**config.mk**
```make
export PLATFORM = sky130hd
export DESIGN_NAME = dccm_lsu_flat
export DESIGN_NICKNAME = d
export VERILOG_FILES = /design/src/rtl/dccm_lsu_if.sv /design/src/rtl/dccm_lsu.sv /design/src/flat_wrapper.sv
export SDC_FILE = /design/constraint.sdc
export NUM_CORES = 1
export LEC_CHECK = 0
export ABC_AREA = 1
export CORE_MARGIN = 1.5
export CORE_UTILIZATION = 42
export DETAILED_ROUTE_END_ITERATION = 10
export PLACE_DENSITY = 0.9
export SLEW_MARGIN = 20
export SYNTH_ARGS = -nofsm -noshare
export SYNTH_HDL_FRONTEND = slang
export SYNTH_SLANG_ARGS = --single-unit
```
**constraint.sdc**
```tcl
create_clock -name clk -period 2.7 [get_ports clk]
set_clock_uncertainty 0.15 [all_clocks]
set_input_delay 0.81 -clock clk [delete_from_list [all_inputs] [get_ports clk]]
set_output_delay 0.81 -clock clk [all_outputs]
set_load 0.02 [all_outputs]
```
**src/rtl/dccm_lsu_if.sv**
```systemverilog
// Request/response bundle between the execute stage and dccm_lsu.
// master = pipeline side, slave = load/store unit side.
interface dccm_lsu_if #(
   parameter int ADDR_WIDTH = 12,
   parameter int TAG_WIDTH  = 4
);
   logic                  req_valid;
   logic                  req_ready;
   logic                  req_we;
   logic [1:0]            req_size;
   logic                  req_unsigned;
   logic [ADDR_WIDTH-1:0] req_addr;
   logic [31:0]           req_wdata;
   logic [TAG_WIDTH-1:0]  req_tag;
   logic                  rsp_valid;
   logic [31:0]           rsp_data;
   logic [TAG_WIDTH-1:0]  rsp_tag;
   logic                  rsp_err;

   modport master (
      output req_valid, req_we, req_size, req_unsigned,
      output req_addr, req_wdata, req_tag,
      input  req_ready, rsp_valid, rsp_data, rsp_tag, rsp_err
   );

   modport slave (
      input  req_valid, req_we, req_size, req_unsigned,
      input  req_addr, req_wdata, req_tag,
      output req_ready, rsp_valid, rsp_data, rsp_tag, rsp_err
   );
endinterface

```
**src/rtl/dccm_lsu.sv**
```systemverilog
// Load/store unit in front of the DCCM: lane extraction on loads,
// read-modify-write for sub-word stores (DCCM has no byte enables).
module dccm_lsu #(
   parameter int  DEPTH      = 1024,
   parameter int  TAG_WIDTH  = 4,
   localparam int ADDR_WIDTH = $clog2(DEPTH) + 2,
   localparam int IW         = $clog2(DEPTH)
) (
   input  logic          clk,
   input  logic          rst,
   dccm_lsu_if.slave     bus,
   output logic [IW-1:0] dccm_raddr,
   output logic          dccm_rvalid_in,
   input  logic [31:0]   dccm_rdata,
   input  logic          dccm_rvalid_out,
   output logic [IW-1:0] dccm_waddr,
   output logic          dccm_wen,
   output logic [31:0]   dccm_wdata
);

   localparam logic [1:0] S_IDLE = 2'd0;
   localparam logic [1:0] S_LOAD = 2'd1;
   localparam logic [1:0] S_RMW  = 2'd2;

   logic [1:0]           state;
   logic [1:0]           lane_q;
   logic [1:0]           size_q;
   logic                 uns_q;
   logic [15:0]          wdata_q;
   logic [TAG_WIDTH-1:0] tag_q;
   logic [IW-1:0]        idx_q;

   logic                 rsp_valid_q;
   logic                 rsp_err_q;
   logic [31:0]          rsp_data_q;
   logic [TAG_WIDTH-1:0] rsp_tag_q;

   logic          acc;
   logic          misal;
   logic          is_sw;
   logic [IW-1:0] idx;
   logic [1:0]    lane;
   logic [31:0]   merged;
   logic [31:0]   ld_ext;
   logic [7:0]    ld_b;
   logic [15:0]   ld_h;

   assign idx   = bus.req_addr[ADDR_WIDTH-1:2];
   assign lane  = bus.req_addr[1:0];
   assign is_sw = bus.req_we && (bus.req_size == 2'd2);
   assign misal = (bus.req_size == 2'd3)
               || (bus.req_size == 2'd1 && lane[0])
               || (bus.req_size == 2'd2 && lane != 2'd0);

   // Gated by rst so nothing reaches the DCCM while reset is held.
   assign bus.req_ready = (state == S_IDLE) && !rst;
   assign acc           = bus.req_valid && bus.req_ready;

   assign bus.rsp_valid = rsp_valid_q;
   assign bus.rsp_err   = rsp_err_q;
   assign bus.rsp_data  = rsp_data_q;
   assign bus.rsp_tag   = rsp_tag_q;

   always_comb begin
      merged = dccm_rdata;
      if (size_q == 2'd0) begin
         case (lane_q)
            2'd0:    merged[7:0]   = wdata_q[7:0];
            2'd1:    merged[15:8]  = wdata_q[7:0];
            2'd2:    merged[23:16] = wdata_q[7:0];
            default: merged[31:24] = wdata_q[7:0];
         endcase
      end else if (lane_q[1]) begin
         merged[31:16] = wdata_q;
      end else begin
         merged[15:0] = wdata_q;
      end
   end

   always_comb begin
      case (lane_q)
         2'd0:    ld_b = dccm_rdata[7:0];
         2'd1:    ld_b = dccm_rdata[15:8];
         2'd2:    ld_b = dccm_rdata[23:16];
         default: ld_b = dccm_rdata[31:24];
      endcase
      ld_h = lane_q[1] ? dccm_rdata[31:16] : dccm_rdata[15:0];
      case (size_q)
         2'd0:    ld_ext = {{24{!uns_q && ld_b[7]}}, ld_b};
         2'd1:    ld_ext = {{16{!uns_q && ld_h[15]}}, ld_h};
         default: ld_ext = dccm_rdata;
      endcase
   end

   always_comb begin
      dccm_rvalid_in = 1'b0;
      dccm_raddr     = '0;
      dccm_wen       = 1'b0;
      dccm_waddr     = '0;
      dccm_wdata     = '0;
      case (state)
         S_IDLE: begin
            if (acc && !misal) begin
               if (is_sw) begin
                  dccm_wen   = 1'b1;
                  dccm_waddr = idx;
                  dccm_wdata = bus.req_wdata;
               end else begin
                  dccm_rvalid_in = 1'b1;
                  dccm_raddr     = idx;
               end
            end
         end
         S_RMW: begin
            if (dccm_rvalid_out) begin
               dccm_wen   = 1'b1;
               dccm_waddr = idx_q;
               dccm_wdata = merged;
            end
         end
         default: ;
      endcase
   end

   always_ff @(posedge clk or posedge rst) begin
      if (rst) begin
         state       <= S_IDLE;
         lane_q      <= '0;
         size_q      <= '0;
         uns_q       <= 1'b0;
         wdata_q     <= '0;
         tag_q       <= '0;
         idx_q       <= '0;
         rsp_valid_q <= 1'b0;
         rsp_err_q   <= 1'b0;
         rsp_data_q  <= '0;
         rsp_tag_q   <= '0;
      end else begin
         rsp_valid_q <= 1'b0;
         case (state)
            S_IDLE: begin
               if (acc) begin
                  lane_q  <= lane;
                  size_q  <= bus.req_size;
                  uns_q   <= bus.req_unsigned;
                  wdata_q <= bus.req_wdata[15:0];
                  tag_q   <= bus.req_tag;
                  idx_q   <= idx;
                  if (misal || is_sw) begin
                     rsp_valid_q <= 1'b1;
                     rsp_err_q   <= misal;
                     rsp_data_q  <= '0;
                     rsp_tag_q   <= bus.req_tag;
                  end else begin
                     state <= bus.req_we ? S_RMW : S_LOAD;
                  end
               end
            end
            S_LOAD: begin
               if (dccm_rvalid_out) begin
                  rsp_valid_q <= 1'b1;
                  rsp_err_q   <= 1'b0;
                  rsp_data_q  <= ld_ext;
                  rsp_tag_q   <= tag_q;
                  state       <= S_IDLE;
               end
            end
            S_RMW: begin
               if (dccm_rvalid_out) begin
                  rsp_valid_q <= 1'b1;
                  rsp_err_q   <= 1'b0;
                  rsp_data_q  <= '0;
                  rsp_tag_q   <= tag_q;
                  state       <= S_IDLE;
               end
            end
            default: state <= S_IDLE;
         endcase
      end
   end

endmodule

```
**src/flat_wrapper.sv**
```systemverilog
// flat-port wrapper written by rule: the top's interface ports become plain ports
module dccm_lsu_flat 
#(
   parameter int  DEPTH      = 1024,
   parameter int  TAG_WIDTH  = 4,
   localparam int ADDR_WIDTH = $clog2(DEPTH) + 2,
   localparam int IW         = $clog2(DEPTH)
)
  (clk, rst, dccm_raddr, dccm_rvalid_in, dccm_rdata, dccm_rvalid_out, dccm_waddr, dccm_wen, dccm_wdata, bus_req_valid, bus_req_we, bus_req_size, bus_req_unsigned, bus_req_addr, bus_req_wdata, bus_req_tag, bus_req_ready, bus_rsp_valid, bus_rsp_data, bus_rsp_tag, bus_rsp_err);
  dccm_lsu_if #(.ADDR_WIDTH((12)), .TAG_WIDTH(TAG_WIDTH)) bus_i ();
  input  logic clk;
  input  logic rst;
  output logic [IW-1:0] dccm_raddr;
  output logic dccm_rvalid_in;
  input  logic [31:0] dccm_rdata;
  input  logic dccm_rvalid_out;
  output logic [IW-1:0] dccm_waddr;
  output logic dccm_wen;
  output logic [31:0] dccm_wdata;
  input wire logic [$bits(bus_i.req_valid)-1:0] bus_req_valid;
  input wire logic [$bits(bus_i.req_we)-1:0] bus_req_we;
  input wire logic [$bits(bus_i.req_size)-1:0] bus_req_size;
  input wire logic [$bits(bus_i.req_unsigned)-1:0] bus_req_unsigned;
  input wire logic [$bits(bus_i.req_addr)-1:0] bus_req_addr;
  input wire logic [$bits(bus_i.req_wdata)-1:0] bus_req_wdata;
  input wire logic [$bits(bus_i.req_tag)-1:0] bus_req_tag;
  output wire logic [$bits(bus_i.req_ready)-1:0] bus_req_ready;
  output wire logic [$bits(bus_i.rsp_valid)-1:0] bus_rsp_valid;
  output wire logic [$bits(bus_i.rsp_data)-1:0] bus_rsp_data;
  output wire logic [$bits(bus_i.rsp_tag)-1:0] bus_rsp_tag;
  output wire logic [$bits(bus_i.rsp_err)-1:0] bus_rsp_err;
  assign bus_i.req_valid = bus_req_valid;
  assign bus_i.req_we = bus_req_we;
  assign bus_i.req_size = bus_req_size;
  assign bus_i.req_unsigned = bus_req_unsigned;
  assign bus_i.req_addr = bus_req_addr;
  assign bus_i.req_wdata = bus_req_wdata;
  assign bus_i.req_tag = bus_req_tag;
  assign bus_req_ready = bus_i.req_ready;
  assign bus_rsp_valid = bus_i.rsp_valid;
  assign bus_rsp_data = bus_i.rsp_data;
  assign bus_rsp_tag = bus_i.rsp_tag;
  assign bus_rsp_err = bus_i.rsp_err;
  dccm_lsu #(.DEPTH(DEPTH), .TAG_WIDTH(TAG_WIDTH)) u_core (.clk(clk), .rst(rst), .bus(bus_i), .dccm_raddr(dccm_raddr), .dccm_rvalid_in(dccm_rvalid_in), .dccm_rdata(dccm_rdata), .dccm_rvalid_out(dccm_rvalid_out), .dccm_waddr(dccm_waddr), .dccm_wen(dccm_wen), .dccm_wdata(dccm_wdata));
endmodule
```
==> flow_summary.json <==
{
  "finalNonFillerCells": 1276,
  "clock_latency_ps": 340,
  "placed_cells": 1240,
  "final_cell_mix": "nand2_1 (250), buf_4 (119), o21ai_0 (111), clkdlybuf4s50_1 (102), dfrtp_1 (74)",
  "dpl.hpwl_um": 15000,
  "insertedDiodeCount": 0,
  "synth-edff-count": 0,
  "syn_to_final_growth_pct": 73.9,
  "setup_viol": 54,
  "viasPerCell": 5.39,
  "violations": "negative setup slack",
  "drt_iter0_drc": 701,
  "core_area_um2": 12200,
  "max_slew_margin_pct": 62.2,
  "seq_area_frac_synth_pct": 35.3,
  "grt_pass1_vias": 6702,
  "start_kind": "input port",
  "port_buffers": 180,
  "hold_violations": 0,
  "ys_ff_latch": 75,
  "dr.pass1.iters": 6,
  "grtUsageTotal_pct": 32.8,
  "synth_fp_nets": 917,
  "hold_class": "flop to flop",
  "worstPathCellList": "buf_4 -> o21ai_4 -> nand2_2 -> nor2_8 -> buf_6 -> nand2_8 -> buf_12 -> o21ai_2 -> buf_6",
  "rrSetupSlack_ps": 480,
  "worst_path_largest_cell_delay_ps": 160,
  "slowest_stage": "o21ai_4",
  "drive_above_1_share_pct": 28.6,
  "drc": 0,
  "cts_tree": "built",
  "power.leakage_nw": 4.45,
  "numCtsBuffers": 9,
  "antenna_found_initial": 0,
  "setup_ws_ps": -307,
  "crit_type": "input port to output pin",
  "multi_input_area_um2": 3440,
  "cts.htree.levels": 3,
  "final_common_cell": "nand2_1",
  "gp_congestion": 1.01,
  "wl_per_cell_um": 17.0,
  "io_pins": 181,
  "period_needed_ps": 3010,
  "fmax_mhz": 333,
  "arrival_ps": 2050,
  "syn-cell-area_um2": 5310,
  "vias": 6877,
  "crit_fanout": 6,
  "syn_area_per_cell_um2": 6.44,
  "ys_warn_count": 0,
  "synthDistinctLibCells": 30,
  "cts.clk_slew.worst_paths_ps": 60,
  "timing.final.crit_share_pct": 111,
  "required_ps": 1740,
  "die_area_um2": 13300,
  "worst_pin_slew_ps": 567,
  "rows": 40,
  "die_width_um": 115,
  "fin_nets": 1195,
  "grt_overflow": 0,
  "dieHeight_um": 115,
  "powerDensity_nw_per_um2": 1010,
  "worst_path_most_repeated_cell": "buf_6",
  "finish.utilization_pct": 76.0,
  "finalPower_mw": 9.37,
  "async_flop_share_pct": 100,
  "outcome": "finished with violations",
  "cts_max_path_buffers": 2,
  "syn_inst": 825,
  "drv_slew": 0,
  "ff_latch_area_um2": 1880,
  "wl_um": 21700,
  "ctsHoldBuffers": 0,
  "grt_pass1_wl_um": 33800,
  "clock-sinks": 75,
  "cp-end-kind": "output pin",
  "ys.flop_type": "dfrtp_1",
  "drv_cap": 0,
  "fillers": 886,
  "grt_max_degree": 65,
  "root_buffer": "clkbuf_16",
  "rsz0062_at_grt": "yes",
  "ant_nets": 0,
  "initial_core_util_pct": 43.7,
  "ir_worst_vdd_v": 0.000859
}
==> flip-flops by register name, summed over array words and instances (netlist names) <==
signal	cells
u_core.bus.rsp_data	32
u_core.bus.rsp_err	1
u_core.bus.rsp_tag	4
u_core.bus.rsp_valid	1
u_core.idx_q	10
u_core.lane_q	2
u_core.size_q	2
u_core.state	2
u_core.tag_q	4
u_core.uns_q	1
u_core.wdata_q	16
==> critical path: cells and delay by family <==
kind,cells,cell delay (ps)
and+or+nand+nor,3,350
AOI/OAI and AO/OA,2,310
buffers and inverters,4,570
==> stage by stage <==
step	instance area, µm²	setup TNS (ps)	hold WS (ps)	setup WS (ps)
floorplan	5570	-989	303	-73.0
global placement	8320	-52220	311	-1010
detailed placement	8320	-58480	314	-1100
CTS	9100	-10960	330	-272
global route	9240	-15950	350	-342
finish	9240	-13850	328	-307
==> layout make-up <==
cell class | instances | share of cell area (%)
clock buffer | 10 | 2.48
clock inverter | 6 | 0.690
inverter | 77 | 3.33
multi-input combinational | 621 | 37.2
sequential | 75 | 20.3
tap | 168 | 2.27
timing repair buffer | 319 | 33.7
==> final timing paths <==
kind | cells past startpoint | end | start
min in group asynchronous | 4 | u_core.wdata_q[6] | rst
max in group asynchronous | 4 | u_core.bus.rsp_data[21] | rst
hold reg to reg | 2 | u_core.bus.rsp_data[2] | u_core.bus.rsp_data[2]
hold / removal | 2 | u_core.bus.rsp_data[2] | u_core.bus.rsp_data[2]
setup reg to reg | 13 | u_core.bus.rsp_err | u_core.state[1]
setup / recovery | 9 | dccm_wdata[5] | bus_req_size[1]
==> power by group <==
group          leakage [nW]  internal [mW]  switching [mW]
clock                 0.139          0.716           0.490
combinational          3.33           2.56            3.57
sequential            0.977           1.65           0.380
total                  4.45           4.93            4.44
==> layer usage <==
metal	GRT usage (%)	up-vias	wire length, µm
met1	43.0	3169	8680
met4	12.4	0	635
met2	54.4	394	10400
met5	0	-	0
li1	-	3258	-
met3	5.65	56	2030
==> Yosys cell counts (2+ instances only) <==
| cell type | n | share of area (%) |
|---|---|---|
| a21oi_1 | 13 | 1.2 |
| buf_1 | 3 | 0.21 |
| buf_2 | 13 | 1.2 |
| buf_4 | 3 | 0.42 |
| buf_6 | 6 | 1.3 |
| clkbuf_1 | 27 | 1.9 |
| dfrtp_1 | 75 | 35 |
| ha_1 | 4 | 0.94 |
| inv_1 | 72 | 5.1 |
| inv_2 | 4 | 0.28 |
| nand2_1 | 267 | 19 |
| nand2_2 | 2 | 0.24 |
| nand3_1 | 66 | 6.2 |
| nand3_2 | 2 | 0.38 |
| nand3b_1 | 3 | 0.42 |
| nor2_1 | 72 | 5.1 |
| nor2_2 | 2 | 0.24 |
| nor2_4 | 2 | 0.42 |
| o211ai_1 | 25 | 3.5 |
| o21ai_0 | 121 | 11 |
| o21ai_1 | 21 | 2.0 |
| o221ai_1 | 6 | 0.99 |
| o22ai_1 | 9 | 1.1 |
==> logic make-up after synthesis <==
logic type | Yosys count | synth area share, %
compound gates | 197 | 20.5
fa+ha+maj | 4 | 0.942
buf+inv | 129 | 10.5
flops | 75 | 35.3
simple gates | 420 | 32.8
==> what timing repair did <==
action                     in CTS  in global routing
setup buffers                  15                  4
pin swaps                      30                 14
resized for setup             423                 36
setup endpoints to repair      55                 55
hold endpoints to repair        0                  0
gates cloned                    4                  0
Power figures use the tool's default switching activity.
